## src/rtl/fetch_pkg.sv

```systemverilog
// Shared definitions for the fetch/branch-control stage, the PC and the decoder.
package fetch_pkg;

    typedef enum logic [1:0] {
        BR_NEXT  = 2'b00,
        BR_SHORT = 2'b01,
        BR_LONG  = 2'b10,
        BR_HOLD  = 2'b11
    } branch_e;

    localparam logic [2:0] OP_JMP   = 3'b111;
    localparam logic [2:0] OP_CTL   = 3'b110;
    localparam logic [2:0] SUB_BZ   = 3'b000;
    localparam logic [2:0] SUB_HALT = 3'b111;

    typedef enum logic [1:0] {
        ST_IDLE,
        ST_FETCH,
        ST_EXEC,
        ST_HALT
    } state_e;

endpackage

```

## src/rtl/fetch_ctrl_if.sv

```systemverilog
// Bundle of the fetch stage's ROM, PC and status signals; master is the fetch controller.
interface fetch_ctrl_if #(
    parameter int PC_W    = 10,
    parameter int INSTR_W = 9,
    parameter int CNT_W   = 16
);
    logic               start;
    logic [PC_W-1:0]    p_ct;
    logic [INSTR_W-1:0] imem_rdata;
    logic               zero_flag;
    logic               stall;
    logic [PC_W-1:0]    imem_addr;
    logic [1:0]         branchType;
    logic [2:0]         threeBitOffset;
    logic [5:0]         sixBitOffset;
    logic [INSTR_W-1:0] instr;
    logic               instr_valid;
    logic               done;
    logic [CNT_W-1:0]   instr_count;

    modport master (
        input  start, p_ct, imem_rdata, zero_flag, stall,
        output imem_addr, branchType, threeBitOffset, sixBitOffset,
               instr, instr_valid, done, instr_count
    );

    modport slave (
        output start, p_ct, imem_rdata, zero_flag, stall,
        input  imem_addr, branchType, threeBitOffset, sixBitOffset,
               instr, instr_valid, done, instr_count
    );
endinterface

```

## src/rtl/branch_decode.sv

```systemverilog
// Combinational control-flow decode of one instruction word into a PC branch request.
module branch_decode
    import fetch_pkg::*;
(
    input  logic [8:0] instr_i,
    input  logic       zero_flag_i,
    output branch_e    branch_type_o,
    output logic [2:0] three_off_o,
    output logic [5:0] six_off_o,
    output logic       is_halt_o
);
    logic [2:0] opcode;
    logic [2:0] sub;

    assign opcode = instr_i[8:6];
    assign sub    = instr_i[5:3];

    always_comb begin
        branch_type_o = BR_NEXT;
        three_off_o   = 3'b000;
        six_off_o     = 6'b000000;
        is_halt_o     = 1'b0;
        if (opcode == OP_JMP) begin
            branch_type_o = BR_LONG;
            six_off_o     = instr_i[5:0];
        end else if (opcode == OP_CTL && sub == SUB_BZ) begin
            // Offset is only driven when the branch is taken.
            if (zero_flag_i) begin
                branch_type_o = BR_SHORT;
                three_off_o   = instr_i[2:0];
            end
        end else if (opcode == OP_CTL && sub == SUB_HALT) begin
            branch_type_o = BR_HOLD;
            is_halt_o     = 1'b1;
        end
    end
endmodule

```

## src/rtl/fetch_ctrl.sv

```systemverilog
// Fetch/branch-control stage: sequences FETCH/EXEC, applies stall override, detects HALT
// and counts retired instructions.
module fetch_ctrl
    import fetch_pkg::*;
#(
    parameter int CNT_W = 16
) (
    input  logic          clk,
    input  logic          reset,
    fetch_ctrl_if.master  bus
);
    state_e           state_q, state_d;
    logic [CNT_W-1:0] cnt_q, cnt_d;

    branch_e    dec_bt;
    logic [2:0] dec_off3;
    logic [5:0] dec_off6;
    logic       dec_halt;

    branch_e    bt;
    logic [2:0] off3;
    logic [5:0] off6;
    logic       valid;
    logic       halted;

    function automatic logic [CNT_W-1:0] sat_inc(input logic [CNT_W-1:0] v);
        return (&v) ? v : v + CNT_W'(1);
    endfunction

    branch_decode u_decode (
        .instr_i       (bus.imem_rdata),
        .zero_flag_i   (bus.zero_flag),
        .branch_type_o (dec_bt),
        .three_off_o   (dec_off3),
        .six_off_o     (dec_off6),
        .is_halt_o     (dec_halt)
    );

    always_ff @(posedge clk) begin
        if (reset) begin
            state_q <= ST_IDLE;
            cnt_q   <= '0;
        end else begin
            state_q <= state_d;
            cnt_q   <= cnt_d;
        end
    end

    always_comb begin
        state_d = state_q;
        cnt_d   = cnt_q;
        bt      = BR_HOLD;
        off3    = 3'b000;
        off6    = 6'b000000;
        valid   = 1'b0;
        halted  = 1'b0;
        unique case (state_q)
            ST_IDLE:  if (bus.start) state_d = ST_FETCH;
            ST_FETCH: state_d = ST_EXEC;
            ST_EXEC: begin
                valid = 1'b1;
                // A stalled cycle holds the PC and keeps re-decoding until released.
                if (!bus.stall) begin
                    bt      = dec_bt;
                    off3    = dec_off3;
                    off6    = dec_off6;
                    cnt_d   = sat_inc(cnt_q);
                    state_d = dec_halt ? ST_HALT : ST_FETCH;
                end
            end
            ST_HALT:  halted = 1'b1;
            default:  state_d = ST_IDLE;
        endcase
    end

    assign bus.imem_addr      = bus.p_ct;
    assign bus.branchType     = bt;
    assign bus.threeBitOffset = off3;
    assign bus.sixBitOffset   = off6;
    assign bus.instr          = valid ? bus.imem_rdata : '0;
    assign bus.instr_valid    = valid;
    assign bus.done           = halted;
    assign bus.instr_count    = cnt_q;
endmodule
```

## src/flat_wrapper.sv

```systemverilog
// flat-port wrapper written by rule: the top's interface ports become plain ports
module fetch_ctrl_flat import fetch_pkg::*;
#(
    parameter int CNT_W = 16
)
  (clk, reset, bus_start, bus_p_ct, bus_imem_rdata, bus_zero_flag, bus_stall, bus_imem_addr, bus_branchType, bus_threeBitOffset, bus_sixBitOffset, bus_instr, bus_instr_valid, bus_done, bus_instr_count);
  fetch_ctrl_if #(.CNT_W(CNT_W)) bus_i ();
  input  logic clk;
  input  logic reset;
  input wire logic [$bits(bus_i.start)-1:0] bus_start;
  input wire logic [$bits(bus_i.p_ct)-1:0] bus_p_ct;
  input wire logic [$bits(bus_i.imem_rdata)-1:0] bus_imem_rdata;
  input wire logic [$bits(bus_i.zero_flag)-1:0] bus_zero_flag;
  input wire logic [$bits(bus_i.stall)-1:0] bus_stall;
  output wire logic [$bits(bus_i.imem_addr)-1:0] bus_imem_addr;
  output wire logic [$bits(bus_i.branchType)-1:0] bus_branchType;
  output wire logic [$bits(bus_i.threeBitOffset)-1:0] bus_threeBitOffset;
  output wire logic [$bits(bus_i.sixBitOffset)-1:0] bus_sixBitOffset;
  output wire logic [$bits(bus_i.instr)-1:0] bus_instr;
  output wire logic [$bits(bus_i.instr_valid)-1:0] bus_instr_valid;
  output wire logic [$bits(bus_i.done)-1:0] bus_done;
  output wire logic [$bits(bus_i.instr_count)-1:0] bus_instr_count;
  assign bus_i.start = bus_start;
  assign bus_i.p_ct = bus_p_ct;
  assign bus_i.imem_rdata = bus_imem_rdata;
  assign bus_i.zero_flag = bus_zero_flag;
  assign bus_i.stall = bus_stall;
  assign bus_imem_addr = bus_i.imem_addr;
  assign bus_branchType = bus_i.branchType;
  assign bus_threeBitOffset = bus_i.threeBitOffset;
  assign bus_sixBitOffset = bus_i.sixBitOffset;
  assign bus_instr = bus_i.instr;
  assign bus_instr_valid = bus_i.instr_valid;
  assign bus_done = bus_i.done;
  assign bus_instr_count = bus_i.instr_count;
  fetch_ctrl #(.CNT_W(CNT_W)) u_core (.clk(clk), .reset(reset), .bus(bus_i));
endmodule
```

## config.mk

```make
export PLATFORM = sky130hd
export DESIGN_NAME = fetch_ctrl_flat
export DESIGN_NICKNAME = d
export VERILOG_FILES = /design/src/rtl/fetch_pkg.sv /design/src/rtl/fetch_ctrl_if.sv /design/src/rtl/branch_decode.sv /design/src/rtl/fetch_ctrl.sv /design/src/flat_wrapper.sv
export SDC_FILE = /design/constraint.sdc
export NUM_CORES = 1
export LEC_CHECK = 0
export CAP_MARGIN = 15
export CORE_AREA = 2 2 75 49
export DETAILED_ROUTE_END_ITERATION = 8
export DIE_AREA = 0 0 77 51
export PLACE_DENSITY_LB_ADDON = 0.12
export SLEW_MARGIN = 0
export SYNTH_ARGS = -nofsm -noshare
export SYNTH_HDL_FRONTEND = slang
export SYNTH_SLANG_ARGS = --single-unit
```

## constraint.sdc

```tcl
create_clock -name clk -period 5.3 [get_ports clk]
set_clock_uncertainty 0.05 [all_clocks]
set_input_delay 1.06 -clock clk [delete_from_list [all_inputs] [get_ports clk]]
set_output_delay 1.06 -clock clk [all_outputs]
set_load 0.005 [all_outputs]
```

==> qor.csv <==
stage,metric,value,unit
synth,Syn Nets,192,
timing,worst-margin pin slew,0.742,ns
grt,Congestion Overflow GR,0,
grt,All-Layer GR Usage,17.9,%
timing,Period minus WS final,3.95,ns
pwr,PD cells,155,mW/mm^2
routing,Pre-antenna DRT Iters,5,
clocking,"CTS clk-pin slew, worst paths",0.07,ns
routing,Routed Antenna Nets,0,
floorplan,die span in y,51,um
pwr,Sw Ratio,24.2,%
pwr,sequential share of power,50.8,%
synth,async set or reset register ratio after synthesis,0,%
setup_path,"Cell Chain, Critical Path",clkdlybuf4s50_1 -> nor4b_1 -> nand2_1 -> nor3_1 -> clkdlybuf4s50_1,
grt,first-pass GRT wire length,5670,um
cells_and_area,Storage cell area,360,sq um
setup_path,"Arr. time, crit path",2.84,ns
placement,global placer's final weighted congestion,0.804,
timing,max-slew violations,0,
setup_path,Critical-path top delay cell,clkdlybuf4s50_1,
routing,starting DRC count in detailed routing,66,
synth,"Distinct cells, synth",39,
clocking,Clock Tree Buf Depth,2,
pwr,share of total power in combinational logic,13.9,%
floorplan,Die Wd,77,um
clocking,clock sinks,18,
pwr,Int Pwr,0.209,mW
pwr,Worst VDD drop,0.110,mV
cells_and_area,number of fill cells in the layout,332,
setup_path,kind of end point of the critical path,output pin,
synth,sequential fraction of the synthesis area,28.5,%
cells_and_area,number of diodes,0,
setup_path,element type at the critical path start,primary input,
synth,leading area contributor after synthesis,dfxtp_1,
synth,Post-synth top cells,"18 x dfxtp_1, 14 x a21oi_1, 11 x and2_1, 11 x nand2_1, 10 x buf_4",
routing,via count,1313,
clocking,CTS hold repair buffers,0,
timing,Final Hold Viols,0,
run_status,status,finished clean,
timing,Final Setup Violations,0,
floorplan,num rows,17,
synth,Mapped Cells,162,
grt,initial antenna violation count,0,
cells_and_area,Final nets,231,
synth,Synth area leaders,"dfxtp_1 28%, buf_4 5.9%, ha_1 5.9%",
synth,most frequent cell after synthesis,dfxtp_1,
grt,largest net degree at the start of global routing,22,
setup_path,max incr delay on CP,0.54,ns
clocking,Resize count post-CTS,0,
floorplan,Die ar.,0.00393,sq mm
routing,via/cell ratio,5.34,
clocking,Post-CTS Setup Repair Bufs,0,
floorplan,Core Area,0.00336,sq mm
cells_and_area,area occupied by multi-input gates,769,sq um
placement,Final HPWL DP,2640,um
timing,worst relative slew slack,50.4,%
routing,total wire length,3410,um
synth,Yosys warnings,0,
clocking,CTS tree,built,
timing,RSZ-0062 raised after global routing,no,
floorplan,initial core utilization,37.7,%
routing,Wirelength per Cell,13.9,um
clocking,worst-skew pair later-pin latency,0.26,ns
timing,fin crit share,74.6,%
clocking,H-tree depth,1,
grt,vias in the first global route,1188,
job,Max Cap Violations,0,
setup_path,cell family with most CP delay,buffers and inverters,
clocking,Root Driver,clkbuf_8,
placement,Port Buffers,51,
timing,Setup TNS Final,0,ns
setup_path,critical path class,primary input to output pin,
clocking,CTS Buf Count,3,
cells_and_area,area grow syn2layout,39.8,%
floorplan,Ports,72,
setup_path,crit path buf inv count,2,
setup_path,most frequent CP cell,clkdlybuf4s50_1,
setup_path,largest fanout on the critical path,5,
cells_and_area,share of cells above drive strength 1,7.04,%
pwr,clock network fraction of total power,35.2,%
synth,Synth Cell Area,0.00127,sq mm
pwr,Psw,0.0666,mW
synth,"EDFF count, synth",0,
routing,drt drc,0,
timing,FMAX,253,MHz
synth,post-synth top area share,28.5,%
synth,syn_area_per_cell,7.82,sq um
min_path,Hold Path Class,flop to flop,
synth,"Top FF cell, synth",dfxtp_1,
synth,post-synthesis register bit count,18,
pwr,P_leak,0.579,nW
setup_path,critical path required time,4.19,ns
cells_and_area,fin util,52.7,%
power groups by stage:
stage | sequential [mW] | clock, mW | combinational, mW
5_1_grt | 0.140 | 0.103 | 0.0426
2_1_floorplan | 0.142 | 0 | 0.0226
3_5_place_dp | 0.143 | 0 | 0.0381
3_3_place_gp | 0.143 | 0 | 0.0368
6_report | 0.140 | 0.0970 | 0.0383
4_1_cts | 0.140 | 0.0990 | 0.0382
cells by family (layout without fill, tap and decap cells):
kind of cell | count (synthesis) | count (layout) | synth area share (%)
AND/OR/NAND/NOR | 76 | 76 | 34.7
multiplexers | 3 | 3 | 2.67
AO/OA/AOI/OAI | 35 | 35 | 17.5
adder cells (fa/ha/maj) | 6 | 6 | 5.93
flip-flops | 18 | 18 | 28.5
buffers and inverters | 24 | 61 | 10.8
area by class of cell:
cell class,count,share of cell area [%]
inverters,6,1.27
multi-input cells,120,43.5
clock buffers,3,2.33
flip-flops and latches,18,20.4
well taps,47,3.32
repair buffers,52,29.3
final timing paths:
kind	startpoint	to	slack (ns)	cells past startpoint
max	bus_imem_rdata[5]	bus_threeBitOffset[1]	1.35	5
min	u_core.bus.instr_count[10]	u_core.bus.instr_count[10]	0.47	2
max reg2reg	u_core.state_q[0]	u_core.bus.instr_count[13]	2.77	6
min reg2reg	u_core.bus.instr_count[10]	u_core.bus.instr_count[10]	0.47	2
placed cells by master, fill, tap and decap left out, drive strengths merged:
cell / count
a21oi: 14
clkdlybuf4s50: 51
nor2b: 3
o21a: 1
or3: 9
o2111ai: 1
nor3b: 2
or4: 3
nand3: 5
nor2: 8
buf: 1
and2: 11
inv: 6
nor3: 7
and3: 1
nor4: 2
a31o: 1
a221oi: 1
o211ai: 2
a31oi: 1
dfxtp: 18
and2b: 1
nand2b: 2
and4: 1
a211oi: 1
nor4b: 2
nand2: 11
o311ai: 1
o21ba: 1
nand4: 8
mux2: 3
clkbuf: 3
o21ai: 5
o31ai: 6
ha: 6
state kept, by name, indices dropped and copies added, names as in the netlist:
register,cells
u_core.bus.instr_count,16
u_core.state_q,2
worst register-to-register path: cells and delay by family (launching register included):
family,cells,cell delay (ns)
fa+ha+maj,1,0.41
buf+inv,1,0.10
flops,1,0.35
mux,1,0.37
simple gates,3,1.13
stage by stage:
stage | worst slack, ns | std cells | hold WS, ns | cell area, sq um | power, mW
floorplan | 2.56 | 162 | 0.440 | 1270 | 0.165
global placement | 1.46 | 242 | 0.454 | 1720 | 0.180
detailed placement | 1.41 | 242 | 0.458 | 1720 | 0.181
CTS | 1.41 | 245 | 0.470 | 1760 | 0.277
global route | 1.26 | 246 | 0.514 | 1770 | 0.285
finish | 1.35 | 246 | 0.468 | 1770 | 0.275
layer usage:
metal	global-route usage [%]	vias up	wire [um]	part of all wire [%]
met1	24.9	615	1680	49
met5	0	-	0	0
met4	5.36	0	47	1.4
met2	27.6	32	1510	44
met3	4.59	11	171	5.0
li1	-	655	-	-
(Power assumes the default switching activity.)
==> edit (config.mk and constraints unchanged) <==
Make the reset (`reset`) asynchronous in one clocked block.
--- a/src/rtl/fetch_ctrl.sv
+++ b/src/rtl/fetch_ctrl.sv
@@ -36,7 +36,7 @@
         .is_halt_o     (dec_halt)
     );
 
-    always_ff @(posedge clk) begin
+    always_ff @(posedge clk or posedge reset) begin
         if (reset) begin
             state_q <= ST_IDLE;
             cnt_q   <= '0;
Check against the original RTL: differs if reset is asserted again (counterexample within 4 cycles, from zero or initial values and one cycle with reset high); with reset held inactive, the same outputs for 10 cycles.
==> edit against the original RTL <==
- maximum frequency shrank 4.4%
- first-iteration DRC count shrank 36%
- critical path depth grew 1
- count of clock-buffer cells in the layout grew 1
- synthesized area shrank 0.79%
- final cell count shrank 6.5%
- highest routed layer unchanged
- routed wire length shrank 11%
- critical endpoint is now bus_threeBitOffset[0]
- sequential cell count is the same
- cell area grew 1.5%
- setup slack lost 0.18 ns
Power is not compared: it rests on default switching activity, and its combinational part moved more than twofold at a synthesized area within 25%.
==> edit: results (changes against the original RTL) <==
[status]
run_status=finished clean

[placed_design]
placed_area_mm2=0.00174  ; +1.2%
dp_hpwl_mm=2.41  ; -8.8%
gp_congestion=0.731  ; -9.1%

[worst_setup_path]
reg2reg_slack_ns=2.88  ; +0.11 ns
crit_fanout=4  ; -1
regToRegStartpoint=u_core.state_q[0]
critPathCapture=bus_threeBitOffset[0]
crit_arrival_ns=3.03  ; +0.19 ns
rr_endpoint=u_core.bus.instr_count[10]

[global_routing]
grt_use_total_pct=16.0  ; -2.0 points
grt_max_degree=19  ; -14%
grt_pass1_vias=1116  ; -6.1%
grt_pass1_wl_mm=5.05  ; -11%

[synth]
synthTopCellsByArea=dfrtp_1 (36%), buf_4 (6.0%), ha_1 (6.0%)
ys_seq_area_share_pct=35.9  ; +7.4 points
ys_top_cells_by_count=dfrtp_1 (18), nand2_1 (11), nor2_1 (11)
async_flop_share_pct=100  ; +100 points
synthesis.nets=170  ; -11%

[layout]
n_antenna_cell=0  ; unchanged
nets=214  ; -7.4%
drive_above_1_share_pct=8.20  ; +1.2 points

[routing]
drtIter0Drc=42  ; -36%
wl_per_cell_um=13.2  ; -4.7%
drt-pass1-iter-count=4  ; -1
via_per_inst=4.92  ; -7.9%

[sta]
worst_pin_slew_ns=0.678  ; -0.0632 ns

[clock_network]
htree_levels=1  ; unchanged
clk_latency_ns=0.25
cts_setup_buffers=0  ; unchanged

==> edit: layout make-up <==
type	instances	area [um2]
Clock buffer	4	55.1
Multi-Input combinational cell	101	688
Timing Repair Buffer	51	510
Tap cell	47	58.8
Fill cell	337	1560
Sequential cell	18	450
Inverter	9	33.8
==> edit: critical path: stages <==
cell and delay, ns:
clkdlybuf4s50_1 0.45, or4b_2 0.71, nor2_1 0.12, nand2_1 0.09
nor2_1 0.10, clkdlybuf4s50_1 0.50
==> edit: power by group <==
part	switching [mW]	internal (mW)	total (mW)
logic	0.0706	0.0941	0.165
clock network	0.0472	0.0660	0.113
registers	0.0292	0.157	0.186
total	0.147	0.317	0.464
==> edit: worst min path at each step <==
stage | endpoint | start | cells past startpoint | slack, ns
6_report | u_core.bus.instr_count[4] | u_core.bus.instr_count[4] | 1 | 0.46
4_1_cts | u_core.bus.instr_count[4] | u_core.bus.instr_count[4] | 1 | 0.47
3_3_place_gp | u_core.bus.instr_count[9] | u_core.bus.instr_count[9] | 1 | 0.45
5_1_grt | u_core.bus.instr_count[8] | u_core.bus.instr_count[8] | 1 | 0.50
3_5_place_dp | u_core.bus.instr_count[4] | u_core.bus.instr_count[4] | 1 | 0.45
2_1_floorplan | u_core.bus.instr_count[9] | u_core.bus.instr_count[9] | 1 | 0.45
==> edit: per-stage QoR <==
step	std cells	worst slack [ns]	hold slack (ns)	util, %
after floorplan	140	2.17	0.445	-
after global placement	226	1.20	0.447	51.8
after detailed placement	226	1.17	0.447	51.8
after CTS	230	1.16	0.468	53.5
after global routing	230	0.989	0.500	53.5
final	230	1.16	0.457	53.5
==> edit: per-layer routing <==
metal	share of wire [%]	vias up	GRT usage, %
li1	-	568	-
met1	48	532	20.4
met2	46	19	26.5
met3	4.6	12	4.59
met4	2.0	0	5.36
met5	0	-	0
==> edit: logic make-up (layout without fill, tap and decap cells) <==
family / after synthesis / count (layout) / share of synthesized area (%)
XOR/XNOR: 7 / 7 / 4.88
buffers and inverters: 21 / 64 / 9.36
multiplexers: 3 / 3 / 2.99
AO/OA/AOI/OAI: 26 / 26 / 12.9
flip-flops: 18 / 18 / 35.9
AND/OR/NAND/NOR: 59 / 59 / 28.0
adder cells (fa/ha/maj): 6 / 6 / 5.98
